File: config.mk
export PLATFORM = sky130hd
export DESIGN_NAME = logic_l2_arb
export DESIGN_NICKNAME = d
export VERILOG_FILES = /design/src/rtl/logic_l2_arb.sv
export SDC_FILE = /design/constraint.sdc
export NUM_CORES = 1
export LEC_CHECK = 0
export BUFFER_PORTS_ARGS = -buffer_cell sky130_fd_sc_hd__buf_2
export CORE_MARGIN = 2
export CORE_UTILIZATION = 42
export CTS_CLUSTER_DIAMETER = 200
export DETAILED_ROUTE_END_ITERATION = 8
export PLACE_DENSITY = 0.76
export RECOVER_POWER = 50
export SLEW_MARGIN = 25
export SYNTH_ARGS = -nofsm -noshare
export SYNTH_HDL_FRONTEND = slang
export SYNTH_SLANG_ARGS = --single-unit
File: constraint.sdc
create_clock -name ib_clk -period 3.1 [get_ports ib_clk]
set_clock_uncertainty 0.1 [all_clocks]
set_input_delay 0.465 -clock ib_clk [delete_from_list [all_inputs] [get_ports ib_clk]]
set_output_delay 0.465 -clock ib_clk [all_outputs]
set_load 0.03 [all_outputs]
File: src/rtl/logic_l2_arb.sv
// Round-robin job arbiter: grants one requester, sums its beats, returns a half-swapped fold of the sum.
// Optional beat watchdog is compiled in when LOGIC_L2_ARB_TIMEOUT_EN is defined.
module logic_l2_arb #(
    parameter int PAR_DATA_BITS = 8,
    parameter int PAR_REQ_NUM   = 4,
    parameter int PAR_TIMEOUT   = 16
) (
    input  logic                                   ib_clk,
    input  logic                                   ib_rst,
    input  logic [PAR_REQ_NUM-1:0]                 ivG_req,
    input  logic [PAR_REQ_NUM-1:0]                 ivG_valid,
    input  logic [PAR_REQ_NUM-1:0]                 ivG_last,
    input  logic [PAR_REQ_NUM*PAR_DATA_BITS-1:0]   ivG_data,
    output logic [PAR_REQ_NUM-1:0]                 ovG_gnt,
    output logic                                   ob_res_valid,
    input  logic                                   ib_res_ready,
    output logic [PAR_DATA_BITS-1:0]               ovG_res_data,
    output logic [$clog2(PAR_REQ_NUM)-1:0]         ovG_res_id,
    output logic                                   ob_res_err
);
    localparam int ID_W = $clog2(PAR_REQ_NUM);
    localparam int HALF = PAR_DATA_BITS / 2;

    typedef enum logic [1:0] {IDLE, RUN, RESP} state_t;
    state_t state, state_nxt;

    logic [ID_W-1:0]          ptr, owner, winner;
    logic [ID_W-1:0]          cand [PAR_REQ_NUM];
    logic [PAR_DATA_BITS-1:0] lane [PAR_REQ_NUM];
    logic [PAR_DATA_BITS-1:0] acc;
    logic                     found, beat, done, tmo;

    // cand[i] is the requester i positions after the pointer, wrapping
    for (genvar k = 0; k < PAR_REQ_NUM; k++) begin : g_lane
        assign lane[k] = ivG_data[k*PAR_DATA_BITS +: PAR_DATA_BITS];
        assign cand[k] = ID_W'((int'(ptr) + k) % PAR_REQ_NUM);
    end

    // Scan from the far end so the closest set request wins
    always_comb begin
        winner = '0;
        found  = 1'b0;
        for (int i = PAR_REQ_NUM - 1; i >= 0; i--) begin
            if (ivG_req[cand[i]]) begin
                winner = cand[i];
                found  = 1'b1;
            end
        end
    end

    assign beat = (state == RUN) && ivG_valid[owner];
    assign done = beat && ivG_last[owner];

`ifdef LOGIC_L2_ARB_TIMEOUT_EN
    localparam int CNT_W = $clog2(PAR_TIMEOUT + 1);
    localparam logic [CNT_W-1:0] CNT_LAST = CNT_W'(PAR_TIMEOUT - 1);

    logic [CNT_W-1:0] cnt;
    logic             err;

    assign tmo = (state == RUN) && !beat && (cnt == CNT_LAST);

    always_ff @(posedge ib_clk) begin
        if (ib_rst) begin
            cnt <= '0;
            err <= 1'b0;
        end else begin
            if (state != RUN || beat)
                cnt <= '0;
            else
                cnt <= cnt + 1'b1;
            if (state == IDLE)
                err <= 1'b0;
            else if (tmo)
                err <= 1'b1;
        end
    end

    assign ob_res_err = ob_res_valid && err;
`else
    assign tmo        = 1'b0;
    assign ob_res_err = 1'b0;
`endif

    always_ff @(posedge ib_clk) begin
        if (ib_rst)
            state <= IDLE;
        else
            state <= state_nxt;
    end

    always_comb begin
        state_nxt = state;
        case (state)
            IDLE:    if (found) state_nxt = RUN;
            RUN:     if (done || tmo) state_nxt = RESP;
            RESP:    if (ib_res_ready) state_nxt = IDLE;
            default: state_nxt = IDLE;
        endcase
    end

    always_ff @(posedge ib_clk) begin
        if (ib_rst) begin
            ptr   <= '0;
            owner <= '0;
            acc   <= '0;
        end else begin
            case (state)
                IDLE: if (found) begin
                    owner <= winner;
                    acc   <= '0;
                end
                RUN:  if (beat) acc <= acc + lane[owner];
                RESP: if (ib_res_ready)
                    ptr <= (owner == ID_W'(PAR_REQ_NUM - 1)) ? '0 : owner + 1'b1;
                default: ;
            endcase
        end
    end

    // Outputs are masked by reset so they read zero in the reset cycle itself
    always_comb begin
        ovG_gnt = '0;
        if (state == RUN && !ib_rst)
            ovG_gnt[owner] = 1'b1;
    end

    assign ob_res_valid = (state == RESP) && !ib_rst;
    assign ovG_res_data = ob_res_valid ? (acc ^ {acc[HALF-1:0], acc[PAR_DATA_BITS-1:HALF]}) : '0;
    assign ovG_res_id   = ob_res_valid ? owner : '0;

endmodule
==> results.md <==
- The number of cells on the worst reg-to-reg path is 9.
- The arrival time at the worst endpoint is 2.89 ns.
- The power density over the cells is 361 nW/um^2.
- The reg-to-reg critical path startpoint is owner[0].
- The startpoint of the tightest hold check path is ib_res_ready.
- The final weighted congestion in routability-driven placement is 0.781.
- The distinct cell type count after synthesis is 35.
- The tree is rooted in a sky130_fd_sc_hd__clkbuf_4.
- Summing every instance area after synthesis gives 1300 um^2.
- The path with the worst hold slack has its endpoint at state[1].
- The register-to-register setup slack is 0.29 ns.
- The worst setup path is captured at a flip-flop.
- The initial core utilization is 43.2%.
- The final cycle utilization of the critical path is 90.5%.
- The required arrival time at the worst endpoint is 3.18 ns.
- In this run the count of I/O pins placed on the die edge is 63.
- The number of instances on the worst hold path is 4.
- Entering global routing, the biggest net connects 17 pins.
- In the final routed layout, each cell accounts on average for 12.6 um.
- The number of H-tree levels is 1.
- The clock tree from TritonCTS is done.
- The number of global-route vias before repair is 1132.
- Leaving out fill and tap cells, the most frequent cells in the layout are sky130_fd_sc_hd__buf_2, sky130_fd_sc_hd__nor2_1, sky130_fd_sc_hd__dfxtp_1.
- The cell taking the most area after synthesis is sky130_fd_sc_hd__dfxtp_1.
- The number of hold-slack violations in the final timing report came to 0.
- By area the synthesized netlist is led by sky130_fd_sc_hd__dfxtp_1, sky130_fd_sc_hd__mux4_2, sky130_fd_sc_hd__ha_1, sky130_fd_sc_hd__nor2_1, sky130_fd_sc_hd__xnor2_1.
- During placement, the flow inserted port buffers numbering 61.
- The core region is 3000 um^2.
- In this run the worst path has a maximum fanout of 5.
- The TritonCTS buffer count is 3.
- The wire length of the first global-routing pass is 4840 um.
- Once the clock tree was built, the resizer swapped 0 gates to a different size.
- The count of vias placed by the detailed router is 1262.
- For this run, design rule violations remaining after detail routing come to 0.
- The fmax is 356 MHz.
- The number of clock sinks is 14.
- The clock passes through at most 2 buffers.
- The top cell type by area accounts for 21.6% of the synthesized area.
- The total number of yosys warnings is 0.
- The post-synthesis instance total is 145.
- The terminus of the critical flop-to-flop path is acc[6].
- Setup repair after global routing left no endpoint under its margin.
- The number of antenna violations at the first check in global routing came to 0.
- The internal power consumption is 0.000380 W.
- Of the synthesized area, sequential elements account for 21.6%.
- The routed wire length is 2950 um.
- The max-slew violation total from the final report came to 0.
- The run finished with clean final reports.
- For the worst-skew pair, the clock arrives at the later sink with an insertion delay of 0.30 ns.
- The HPWL reported at the end of detailed placement is 2410 um.
- In this run, the number of DRC markers left after iteration 0 of detailed routing was 33.
- Combinational logic is responsible for 39.1% of the overall power.
- The clock network accounts for 24.4% of the total power.
- The net switching power figure is 0.000205 W.
- Setup violations remaining at the end of the flow were counted as 0.
- The most common library cell in the layout ignoring fill and taps is sky130_fd_sc_hd__buf_2.
- Sequential cells burn 36.5% of the power.
- The final antenna diode count is 0.
- The final layout contains 262 nets.
- Hold timing on the final database bottoms out at a slack of 0.362 ns.
- The critical path class is reg -> reg.
- After global routing the overflow that remains totals 0.
- The die is 59.6 um tall.
- Using the TritonRoute via totals, the vias-per-cell ratio works out to 5.37.
- Relative to the synthesized area, the layout overhead comes to 25.0%.
- The die covers 3550 um^2.
- The static leakage power is 0.756 nW.
- The critical path startpoint category is a flip-flop.
- The remaining antenna violation count is 0.
- The hold buffer count at cts is 0.
- Summed over all failing endpoints, the final setup total negative slack is 0 ns.
- Counting every net in the synthesized netlist gives 204.
- Net switching is 35.0% of the power.
- The total number of placement rows is 20.
- The combined global-route utilization of all metal layers is 18.0%.
- In the final layout, the share of cells above drive strength 1 is 34.7%.
- The average instance in the mapped netlist occupies 8.94 um^2.
- The pre-antenna-repair detailed-routing pass consisted of 4 iterations.
- The count of state elements after synthesis is 14.
- The number of max-cap violations is 0.
- Across the VDD grid, the largest voltage drop is 0.000237 V.
- The horizontal die dimension is 59.6 um.
- After clock tree synthesis, the setup repair step added 0 buffers.
- The tightest min-delay check is of the in -> reg type.
- The routed design could run at a clock period as short as 2.81 ns.
- The clock-pin transition on the worst setup and hold timing paths is 0.10 ns.
-- cells by family after synthesis --
| kind of cell | synth area share [%] |
|---|---|
| AND/OR/NAND/NOR | 16.2 |
| AO/OA/AOI/OAI | 16.8 |
| buffers and inverters | 6.85 |
| flip-flops | 21.6 |
| adder cells (fa/ha/maj) | 12.2 |
| multiplexers | 19.3 |
| XOR/XNOR | 6.76 |
| other | 0.289 |
-- final cells by class --
type,instances,area (um^2)
fillers,300,1380
inverters,6,22.5
repair buffers,64,313
flip-flops and latches,14,280
well taps,33,41.3
multi-input cells,114,927
clock buffers,4,36.3
-- critical path: stages, from the launching register on --
cell	delay [ns]
sky130_fd_sc_hd__dfxtp_1	0.49
sky130_fd_sc_hd__mux4_2	0.54
sky130_fd_sc_hd__ha_1	0.23
sky130_fd_sc_hd__fa_1	0.40
sky130_fd_sc_hd__a21o_1	0.20
sky130_fd_sc_hd__a21oi_1	0.21
sky130_fd_sc_hd__o21ai_0	0.15
sky130_fd_sc_hd__xor2_1	0.16
sky130_fd_sc_hd__a22oi_1	0.15
sky130_fd_sc_hd__nor2_1	0.06
-- power groups by stage --
stage / clock network (W) / logic, W / registers, W
global route: 0.000157 / 0.000255 / 0.000217
floorplan: 0 / 0.000174 / 0.000212
detailed placement: 0 / 0.000231 / 0.000218
global placement: 0 / 0.000227 / 0.000217
CTS: 0.000147 / 0.000232 / 0.000214
finish: 0.000143 / 0.000229 / 0.000214
-- how the worst max path moves through the flow --
stage / start / end / slack, ns / depth (start not counted)
6_report: owner[0] / acc[6] / 0.29 / 9
2_1_floorplan: owner[0] / acc[6] / 0.19 / 10
5_1_grt: owner[0] / acc[6] / 0.08 / 9
3_3_place_gp: ivG_data[24] / acc[6] / 0.32 / 10
3_5_place_dp: ivG_data[24] / acc[6] / 0.31 / 10
4_1_cts: owner[0] / acc[6] / 0.29 / 9
-- metal layers --
metal / routed length, um / track usage (%)
met1: 1240 / 22.9
met2: 1530 / 31.1
met3: 180 / 4.80
met4: 9 / 2.86
met5: 0 / 0
-- synth_stat cells --
cell,instances
sky130_fd_sc_hd__a211o_1,1
sky130_fd_sc_hd__a211oi_1,3
sky130_fd_sc_hd__a21o_1,3
sky130_fd_sc_hd__a21oi_1,10
sky130_fd_sc_hd__a21oi_2,1
sky130_fd_sc_hd__a22oi_1,7
sky130_fd_sc_hd__and2_1,5
sky130_fd_sc_hd__buf_1,1
sky130_fd_sc_hd__buf_2,2
sky130_fd_sc_hd__buf_4,6
sky130_fd_sc_hd__clkbuf_1,2
sky130_fd_sc_hd__conb_1,1
sky130_fd_sc_hd__dfxtp_1,14
sky130_fd_sc_hd__fa_1,1
sky130_fd_sc_hd__ha_1,11
sky130_fd_sc_hd__inv_1,6
sky130_fd_sc_hd__mux2_2,1
sky130_fd_sc_hd__mux2i_1,1
sky130_fd_sc_hd__mux4_1,1
sky130_fd_sc_hd__mux4_2,9
sky130_fd_sc_hd__nand2_1,6
sky130_fd_sc_hd__nand2b_1,3
sky130_fd_sc_hd__nand3b_1,1
sky130_fd_sc_hd__nor2_1,22
sky130_fd_sc_hd__nor2b_1,3
sky130_fd_sc_hd__nor3_1,2
sky130_fd_sc_hd__nor4_1,1
sky130_fd_sc_hd__o21ai_0,3
sky130_fd_sc_hd__o21ai_1,1
sky130_fd_sc_hd__o21bai_1,1
sky130_fd_sc_hd__o22ai_1,4
sky130_fd_sc_hd__or2_2,1
sky130_fd_sc_hd__or3_1,1
sky130_fd_sc_hd__xnor2_1,7
sky130_fd_sc_hd__xor2_1,3
-- sequential cells by signal, indices dropped and copies added, names as in the netlist --
| name | count |
|---|---|
| acc | 8 |
| owner | 2 |
| ptr | 2 |
| state | 2 |
-- per-stage QoR --
stage / total power (W) / setup WS (ns) / utilization, % / cells / cell area, um^2
2_1_floorplan: 0.000386 / 0.190 / - / 145 / 1300
3_3_place_gp: 0.000443 / 0.321 / 53.3 / 231 / 1600
3_5_place_dp: 0.000449 / 0.310 / 53.3 / 231 / 1600
4_1_cts: 0.000594 / 0.293 / 54.5 / 235 / 1640
5_1_grt: 0.000629 / 0.0821 / 54.0 / 235 / 1620
6_report: 0.000585 / 0.294 / 54.0 / 235 / 1620
Power figures use the tool's default switching activity.
